==> src/rtl/frame_buf_ctrl_if.sv <==
// -----------------------------------------------------------------------------
// frame_buf_ctrl_if
// Bundles the scan enable, producer handshake and frame-mux select signals of
// the ping-pong frame buffer controller.
//
// Optional feature macro: FRAME_DROP_CNT_EN (adds DropCnt).
//
// Signals:
//   Enable     scan enable (to controller)
//   WrDone     producer finished filling the back buffer, 1-cycle pulse
//   WrBuf      buffer the producer may write (0 = Buf0, 1 = Buf1)
//   SwapAck    1-cycle pulse, front/back swap performed
//   SelBuf0    one-hot mux select: Buf0
//   SelBlank   one-hot mux select: blank
//   SelBuf1    one-hot mux select: Buf1
//   RdAddr     linear read address into the front buffer
//   HCnt/VCnt  raster position of the current pixel
//   FrameStart high on pixel (0,0) while scanning
//   Overrun    sticky producer protocol error
//   DropCnt    repeated-frame counter (FRAME_DROP_CNT_EN only)
//
// Modports: master = producer/display side, slave = controller.
// -----------------------------------------------------------------------------
interface frame_buf_ctrl_if #(
  parameter int ADDR_W = 19
);
  logic              Enable;
  logic              WrDone;
  logic              WrBuf;
  logic              SwapAck;
  logic              SelBuf0;
  logic              SelBlank;
  logic              SelBuf1;
  logic [ADDR_W-1:0] RdAddr;
  logic [15:0]       HCnt;
  logic [15:0]       VCnt;
  logic              FrameStart;
  logic              Overrun;
`ifdef FRAME_DROP_CNT_EN
  logic [15:0]       DropCnt;

  modport master (
    output Enable, WrDone,
    input  WrBuf, SwapAck, SelBuf0, SelBlank, SelBuf1, RdAddr,
    input  HCnt, VCnt, FrameStart, Overrun, DropCnt
  );

  modport slave (
    input  Enable, WrDone,
    output WrBuf, SwapAck, SelBuf0, SelBlank, SelBuf1, RdAddr,
    output HCnt, VCnt, FrameStart, Overrun, DropCnt
  );
`else
  modport master (
    output Enable, WrDone,
    input  WrBuf, SwapAck, SelBuf0, SelBlank, SelBuf1, RdAddr,
    input  HCnt, VCnt, FrameStart, Overrun
  );

  modport slave (
    input  Enable, WrDone,
    output WrBuf, SwapAck, SelBuf0, SelBlank, SelBuf1, RdAddr,
    output HCnt, VCnt, FrameStart, Overrun
  );
`endif
endinterface

==> src/rtl/frame_buf_ctrl.sv <==
// -----------------------------------------------------------------------------
// frame_buf_ctrl
// Ping-pong (double buffer) scan controller. Generates the raster counters,
// the linear read address into the front buffer and the one-hot select for
// the frame multiplexer. Front/back buffers swap only on the edge that starts
// a new frame, so a frame is never torn.
//
// Optional feature macro: FRAME_DROP_CNT_EN
//   When defined, bus.DropCnt counts (saturating) frame boundaries at which
//   no new buffer was ready, i.e. the front buffer was shown again.
//
// Ports:
//   Clk    pixel clock, rising edge
//   Rst_n  asynchronous active-low reset
//   bus    frame_buf_ctrl_if.slave (handshake, selects, counters, address)
//
// All outputs are registered and describe the same pixel in the same cycle.
// -----------------------------------------------------------------------------
module frame_buf_ctrl #(
  parameter int H_ACTIVE = 640,
  parameter int H_TOTAL  = 800,
  parameter int V_ACTIVE = 480,
  parameter int V_TOTAL  = 525,
  parameter int ADDR_W   = 19
) (
  input  logic            Clk,
  input  logic            Rst_n,
  frame_buf_ctrl_if.slave bus
);

  typedef enum logic {
    ST_IDLE = 1'b0,
    ST_SCAN = 1'b1
  } state_t;

  localparam logic [15:0]       H_LAST   = 16'(H_TOTAL - 1);
  localparam logic [15:0]       V_LAST   = 16'(V_TOTAL - 1);
  localparam logic [15:0]       H_ACT    = 16'(H_ACTIVE);
  localparam logic [15:0]       V_ACT    = 16'(V_ACTIVE);
  localparam logic [ADDR_W-1:0] ADDR_ONE = ADDR_W'(1);

  state_t            state_r;
  logic [15:0]       h_cnt_r;
  logic [15:0]       v_cnt_r;
  logic [ADDR_W-1:0] rd_addr_r;
  logic              disp_buf_r;
  logic              wr_buf_r;
  logic              pending_r;
  logic              swap_ack_r;
  logic              overrun_r;
  logic              frame_start_r;
  logic              sel_buf0_r;
  logic              sel_blank_r;
  logic              sel_buf1_r;
`ifdef FRAME_DROP_CNT_EN
  logic [15:0]       drop_cnt_r;
`endif

  logic        h_last_s;
  logic        v_last_s;
  logic        frame_end_s;
  logic [15:0] h_next_s;
  logic [15:0] v_next_s;
  logic        cur_active_s;
  logic        next_active_s;
  logic        swap_s;
  logic        repeat_s;
  logic        disp_next_s;
  logic        pending_next_s;

  // Next raster position, active-region decode and frame-boundary swap decision
  always_comb begin
    h_last_s       = (h_cnt_r == H_LAST);
    v_last_s       = (v_cnt_r == V_LAST);
    frame_end_s    = h_last_s & v_last_s;
    h_next_s       = h_last_s ? 16'd0 : (h_cnt_r + 16'd1);
    v_next_s       = h_last_s ? (v_last_s ? 16'd0 : (v_cnt_r + 16'd1)) : v_cnt_r;
    cur_active_s   = (h_cnt_r < H_ACT) & (v_cnt_r < V_ACT);
    next_active_s  = (h_next_s < H_ACT) & (v_next_s < V_ACT);
    // A boundary only counts while scanning continues; dropping Enable on the
    // last clock abandons the frame without swapping.
    swap_s         = (state_r == ST_SCAN) & bus.Enable & frame_end_s & pending_r;
    repeat_s       = (state_r == ST_SCAN) & bus.Enable & frame_end_s & ~pending_r;
    disp_next_s    = disp_buf_r ^ swap_s;
    // A WrDone landing on the swap edge re-arms Pending for the next boundary.
    pending_next_s = swap_s ? bus.WrDone : (pending_r | bus.WrDone);
  end

  // Scan state machine with all registered outputs
  always_ff @(posedge Clk or negedge Rst_n) begin
    if (!Rst_n) begin
      state_r       <= ST_IDLE;
      h_cnt_r       <= 16'd0;
      v_cnt_r       <= 16'd0;
      rd_addr_r     <= '0;
      disp_buf_r    <= 1'b0;
      wr_buf_r      <= 1'b1;
      pending_r     <= 1'b0;
      swap_ack_r    <= 1'b0;
      overrun_r     <= 1'b0;
      frame_start_r <= 1'b0;
      sel_buf0_r    <= 1'b0;
      sel_blank_r   <= 1'b1;
      sel_buf1_r    <= 1'b0;
`ifdef FRAME_DROP_CNT_EN
      drop_cnt_r    <= 16'd0;
`endif
    end else begin
      // Handshake bookkeeping runs in every state, including IDLE.
      pending_r  <= pending_next_s;
      overrun_r  <= overrun_r | (bus.WrDone & pending_r);
      swap_ack_r <= swap_s;
      disp_buf_r <= disp_next_s;
      wr_buf_r   <= ~disp_next_s;
`ifdef FRAME_DROP_CNT_EN
      if (repeat_s && (drop_cnt_r != 16'hFFFF)) begin
        drop_cnt_r <= drop_cnt_r + 16'd1;
      end
`endif

      case (state_r)
        ST_IDLE: begin
          h_cnt_r   <= 16'd0;
          v_cnt_r   <= 16'd0;
          rd_addr_r <= '0;
          if (bus.Enable) begin
            // Pixel (0,0) is always active, so it shows the front buffer.
            state_r       <= ST_SCAN;
            frame_start_r <= 1'b1;
            sel_buf0_r    <= ~disp_buf_r;
            sel_buf1_r    <= disp_buf_r;
            sel_blank_r   <= 1'b0;
          end else begin
            state_r       <= ST_IDLE;
            frame_start_r <= 1'b0;
            sel_buf0_r    <= 1'b0;
            sel_buf1_r    <= 1'b0;
            sel_blank_r   <= 1'b1;
          end
        end

        ST_SCAN: begin
          if (!bus.Enable) begin
            state_r       <= ST_IDLE;
            h_cnt_r       <= 16'd0;
            v_cnt_r       <= 16'd0;
            rd_addr_r     <= '0;
            frame_start_r <= 1'b0;
            sel_buf0_r    <= 1'b0;
            sel_buf1_r    <= 1'b0;
            sel_blank_r   <= 1'b1;
          end else begin
            state_r       <= ST_SCAN;
            h_cnt_r       <= h_next_s;
            v_cnt_r       <= v_next_s;
            frame_start_r <= frame_end_s;
            // The address advances after each active pixel and parks during
            // blanking, which yields VCnt*H_ACTIVE+HCnt on every active pixel.
            if (frame_end_s) begin
              rd_addr_r <= '0;
            end else if (cur_active_s) begin
              rd_addr_r <= rd_addr_r + ADDR_ONE;
            end else begin
              rd_addr_r <= rd_addr_r;
            end
            sel_buf0_r    <= next_active_s & ~disp_next_s;
            sel_buf1_r    <= next_active_s & disp_next_s;
            sel_blank_r   <= ~next_active_s;
          end
        end

        default: begin
          state_r       <= ST_IDLE;
          h_cnt_r       <= 16'd0;
          v_cnt_r       <= 16'd0;
          rd_addr_r     <= '0;
          frame_start_r <= 1'b0;
          sel_buf0_r    <= 1'b0;
          sel_buf1_r    <= 1'b0;
          sel_blank_r   <= 1'b1;
        end
      endcase
    end
  end

  assign bus.HCnt       = h_cnt_r;
  assign bus.VCnt       = v_cnt_r;
  assign bus.RdAddr     = rd_addr_r;
  assign bus.WrBuf      = wr_buf_r;
  assign bus.SwapAck    = swap_ack_r;
  assign bus.Overrun    = overrun_r;
  assign bus.FrameStart = frame_start_r;
  assign bus.SelBuf0    = sel_buf0_r;
  assign bus.SelBlank   = sel_blank_r;
  assign bus.SelBuf1    = sel_buf1_r;
`ifdef FRAME_DROP_CNT_EN
  assign bus.DropCnt    = drop_cnt_r;
`endif

endmodule
==> src/flat_wrapper.sv <==
// flat-port wrapper written by rule: the top's interface ports become plain ports
module frame_buf_ctrl_flat 
#(
  parameter int H_ACTIVE = 640,
  parameter int H_TOTAL  = 800,
  parameter int V_ACTIVE = 480,
  parameter int V_TOTAL  = 525,
  parameter int ADDR_W   = 19
)
  (Clk, Rst_n, bus_Enable, bus_WrDone, bus_WrBuf, bus_SwapAck, bus_SelBuf0, bus_SelBlank, bus_SelBuf1, bus_RdAddr, bus_HCnt, bus_VCnt, bus_FrameStart, bus_Overrun);
  frame_buf_ctrl_if #(.ADDR_W(ADDR_W)) bus_i ();
  input  logic Clk;
  input  logic Rst_n;
  input wire logic [$bits(bus_i.Enable)-1:0] bus_Enable;
  input wire logic [$bits(bus_i.WrDone)-1:0] bus_WrDone;
  output wire logic [$bits(bus_i.WrBuf)-1:0] bus_WrBuf;
  output wire logic [$bits(bus_i.SwapAck)-1:0] bus_SwapAck;
  output wire logic [$bits(bus_i.SelBuf0)-1:0] bus_SelBuf0;
  output wire logic [$bits(bus_i.SelBlank)-1:0] bus_SelBlank;
  output wire logic [$bits(bus_i.SelBuf1)-1:0] bus_SelBuf1;
  output wire logic [$bits(bus_i.RdAddr)-1:0] bus_RdAddr;
  output wire logic [$bits(bus_i.HCnt)-1:0] bus_HCnt;
  output wire logic [$bits(bus_i.VCnt)-1:0] bus_VCnt;
  output wire logic [$bits(bus_i.FrameStart)-1:0] bus_FrameStart;
  output wire logic [$bits(bus_i.Overrun)-1:0] bus_Overrun;
  assign bus_i.Enable = bus_Enable;
  assign bus_i.WrDone = bus_WrDone;
  assign bus_WrBuf = bus_i.WrBuf;
  assign bus_SwapAck = bus_i.SwapAck;
  assign bus_SelBuf0 = bus_i.SelBuf0;
  assign bus_SelBlank = bus_i.SelBlank;
  assign bus_SelBuf1 = bus_i.SelBuf1;
  assign bus_RdAddr = bus_i.RdAddr;
  assign bus_HCnt = bus_i.HCnt;
  assign bus_VCnt = bus_i.VCnt;
  assign bus_FrameStart = bus_i.FrameStart;
  assign bus_Overrun = bus_i.Overrun;
  frame_buf_ctrl #(.H_ACTIVE(H_ACTIVE), .H_TOTAL(H_TOTAL), .V_ACTIVE(V_ACTIVE), .V_TOTAL(V_TOTAL), .ADDR_W(ADDR_W)) u_core (.Clk(Clk), .Rst_n(Rst_n), .bus(bus_i));
endmodule
==> config.mk <==
export PLATFORM = sky130hd
export DESIGN_NAME = frame_buf_ctrl_flat
export DESIGN_NICKNAME = d
export VERILOG_FILES = /design/src/rtl/frame_buf_ctrl_if.sv /design/src/rtl/frame_buf_ctrl.sv /design/src/flat_wrapper.sv
export SDC_FILE = /design/constraint.sdc
export NUM_CORES = 1
export LEC_CHECK = 0
export ABC_AREA = 1
export BUFFER_PORTS_ARGS = -buffer_cell sky130_fd_sc_hd__buf_2
export CAP_MARGIN = 0
export CORE_ASPECT_RATIO = 1.4
export CORE_MARGIN = 2
export CORE_UTILIZATION = 55
export DETAILED_ROUTE_END_ITERATION = 10
export PLACE_DENSITY = 0.79
export SETUP_SLACK_MARGIN = 0.1
export SLEW_MARGIN = 20
export SYNTH_ARGS = -nofsm -noshare
export SYNTH_HDL_FRONTEND = slang
export SYNTH_SLANG_ARGS = --single-unit
export TNS_END_PERCENT = 10
==> constraint.sdc <==
create_clock -name Clk -period 4.31 [get_ports Clk]
set_input_delay 0.862 -clock Clk [delete_from_list [all_inputs] [get_ports Clk]]
set_output_delay 0.862 -clock Clk [all_outputs]
set_load 0.01 [all_outputs]
==> results.json <==
{
  "drv_slew": 0,
  "synth_top_cell_by_area": "dfrtp_1",
  "ys_ff_latch": 61,
  "power.density_nw_per_um2": 278,
  "antenna_found_initial": 0,
  "yosys-top-cells-count": "nand2_1 (102), nor2_1 (95), dfrtp_1 (59)",
  "worstSetupStartpointType": "flop",
  "yosysTopAreaCellShare_pct": 42.5,
  "path_max_fanout": 12,
  "synth_area_um2": 3470,
  "core_region_area_um2": 6170,
  "yosysSeqAreaShare_pct": 44.0,
  "rsz0062_at_grt": "no",
  "clk_pin_slew_worst_paths_ps": 70,
  "grt_max_degree": 40,
  "tightest_slew_ps": 627,
  "reg2regPathDepth": 15,
  "grt_pass1_wl_mm": 13.7,
  "setup_viol": 0,
  "io_buffers": 61,
  "worstHoldPathType": "reg -> reg",
  "fp.dieH_um": 98.0,
  "reg2reg_from": "u_core.bus.HCnt[0]",
  "die-area_um2": 6970,
  "fin_tns_setup_ps": 0,
  "post_cts_buffers": 0,
  "max_stage_delay_ps": 420,
  "diodes": 0,
  "synthFlopType": "dfrtp_1",
  "worstSetupEndpointType": "flop",
  "yosys_warnings": 0,
  "numClockSinks": 61,
  "cts_buffers": 9,
  "cp.required_ps": 4560,
  "hold_violations": 0,
  "fmaxAchievable_mhz": 413,
  "synthTopCellsByArea": "dfrtp_1 (43%), nand2_1 (11%), nor2_1 (10%)",
  "fin_hold_ws_ps": 464,
  "synth.distinct_cells": 35,
  "synthCells": 468,
  "grt_overflow_total": 0,
  "yosysMostFrequentCell": "nand2_1",
  "crit_type": "reg -> reg",
  "hpwl_mm": 5.99,
  "worst_ir_drop_vdd_mv": 0.178,
  "post-place-ws_ps": 1680,
  "max_cap_violations": 0,
  "drive_gt1_share_pct": 20.0,
  "crit_buf_inv": 2,
  "hold_path_depth": 1,
  "status": "finished, final reports clean",
  "avgSynthCellArea_um2": 7.42,
  "synth.net_count": 476,
  "finalClockSkew_ps": 10.6,
  "power_mw": 1.12,
  "antenna_left": 0,
  "r2r_slack_ps": 1890,
  "p_leak_nw": 1.95,
  "synth_edf_count": 0,
  "cts-root-buf": "clkbuf_8",
  "critPathSlowestCell": "dfrtp_1",
  "nNetsFinal": 543,
  "dieWidth_um": 71.2,
  "slew_headroom_pct": 58.1,
  "largest_register_ffs": 19,
  "vias": 3322,
  "area_delta_synth_final_pct": 16.3,
  "ff_latch_area_um2": 1530,
  "detail_route.wl_per_cell_um": 13.2,
  "rows": 34,
  "nFillCells": 537,
  "clock_latency_ps": 340,
  "grt_pass1_vias": 3127,
  "worstHoldEndpoint": "u_core.bus.WrBuf",
  "start_util_pct": 56.3,
  "cts.path.max_buffers": 2,
  "period_share_pct": 56.1,
  "multi_input_area_um2": 1690,
  "min-delay-start": "u_core.disp_buf_r",
  "crit_family": "simple AND/OR/NAND/NOR gates",
  "finalCriticalPeriod_ps": 2420,
  "cp_data_arrival_time_ps": 2670,
  "cts_tree": "done",
  "stdcell_count": 612,
  "firstDrtPassIters": 5,
  "postCtsHoldBufs": 0,
  "ys_async_sr_fraction_pct": 100,
  "drc": 0,
  "drtIter0Drc": 210,
  "placedCellCount": 596,
  "setup_slack_ps": 1890,
  "via_per_inst": 5.43,
  "cts_resized": 0,
  "grt_usage_pct": 24.3,
  "timing.rr.end": "u_core.bus.RdAddr[14]",
  "drt-total-wl_mm": 8.10,
  "cp_common_cell": "nand2_2",
  "htree_levels": 3,
  "place.gp.congestion": 0.938,
  "pin_count": 62,
  "path_cells": "ha_1 > nand2_2 > nor2_1 > nand3_1 > nor2_4 > inv_2 > nor2_2 > inv_2 > nand2_2 > nor2_4 > nand2_2 > nand2_1 > nor2_2 > nand2_1 > a21oi_1"
}
==> per-layer routing <==
metal  wire length (um)  track usage (%)  share of wire [%]  vias up
met2               4160             40.8                 51      121
met1               3250             28.9                 40     1551
met4                254             12.3                3.1        0
met5                  0                0                  0        -
li1                   -                -                  -     1627
met3                437             5.26                5.4       23
==> power by group <==
group / total, mW / internal (mW) / leakage (nW) / switching (mW)
Combinational: 0.0345 / 0.00761 / 1.02 / 0.0269
Sequential: 0.579 / 0.576 / 0.827 / 0.00289
Clock: 0.510 / 0.270 / 0.104 / 0.241
==> final cells by class <==
type	instances	share of cell area (%)
multi-input combinational	344	41.9
sequential	61	37.9
timing repair buffer	62	7.75
inverter	57	5.30
clock buffer	9	3.07
tap	72	2.23
clock inverter	7	1.86
==> worst reg2reg max path, cell delays in order (launching register included) <==
cell and delay (ps):
dfrtp_1 420, ha_1 210, nand2_2 90, nor2_1 150
nand3_1 140, nor2_4 330, inv_2 160, nor2_2 130
inv_2 60, nand2_2 70, nor2_4 70, nand2_2 70
nand2_1 80, nor2_2 130, nand2_1 60, a21oi_1 170
==> through the flow <==
step,area (um2),utilization (%)
global placement,3840,62.2
CTS,4040,65.5
global route,4040,65.5
floorplan,3470,-
detailed placement,3840,62.2
finish,4040,65.5
==> worst max path at each step <==
stage	startpoint	to	slack [ps]	cells after the start
final	u_core.bus.HCnt[0]	u_core.bus.RdAddr[14]	1890	15
after global routing	u_core.bus.HCnt[0]	u_core.bus.SelBuf0	1710	15
after CTS	u_core.bus.HCnt[0]	u_core.bus.RdAddr[14]	1920	15
after detailed placement	bus_Enable	u_core.bus.SelBuf0	1680	8
after global placement	bus_Enable	u_core.bus.SelBuf0	1740	8
after floorplan	u_core.bus.HCnt[0]	u_core.bus.SelBuf1	2390	15
==> layout by cell type (no fill, tap or decap), types with 2 or more instances in the layout <==
| master | instances |
|---|---|
| xor2_1 | 15 |
| a31oi_1 | 2 |
| o21bai_1 | 5 |
| nor3_2 | 2 |
| nor2_1 | 95 |
| and3_1 | 2 |
| clkinv_2 | 2 |
| o21ai_0 | 9 |
| inv_1 | 53 |
| dfrtp_1 | 59 |
| nor4_1 | 2 |
| xnor2_1 | 3 |
| nand2_2 | 7 |
| nand4_1 | 12 |
| nor2_4 | 3 |
| ha_1 | 4 |
| clkinv_1 | 2 |
| clkinv_4 | 3 |
| inv_2 | 2 |
| nand3_1 | 32 |
| nor2_2 | 9 |
| buf_2 | 61 |
| nand3_2 | 3 |
| o22ai_1 | 3 |
| nor3_1 | 13 |
| dfstp_2 | 2 |
| nand2_1 | 102 |
| a21oi_1 | 15 |
| clkbuf_8 | 9 |
==> cell families after synthesis <==
group	Yosys count	share of synthesized area [%]
AND/OR/NAND/NOR	284	36.4
buffers and inverters	63	7.21
flip-flops	61	44.0
AO/OA/AOI/OAI	38	6.41
adder cells (fa/ha/maj)	4	1.44
XOR/XNOR	18	4.54
No activity file was read; power rests on OpenSTA's default activity.
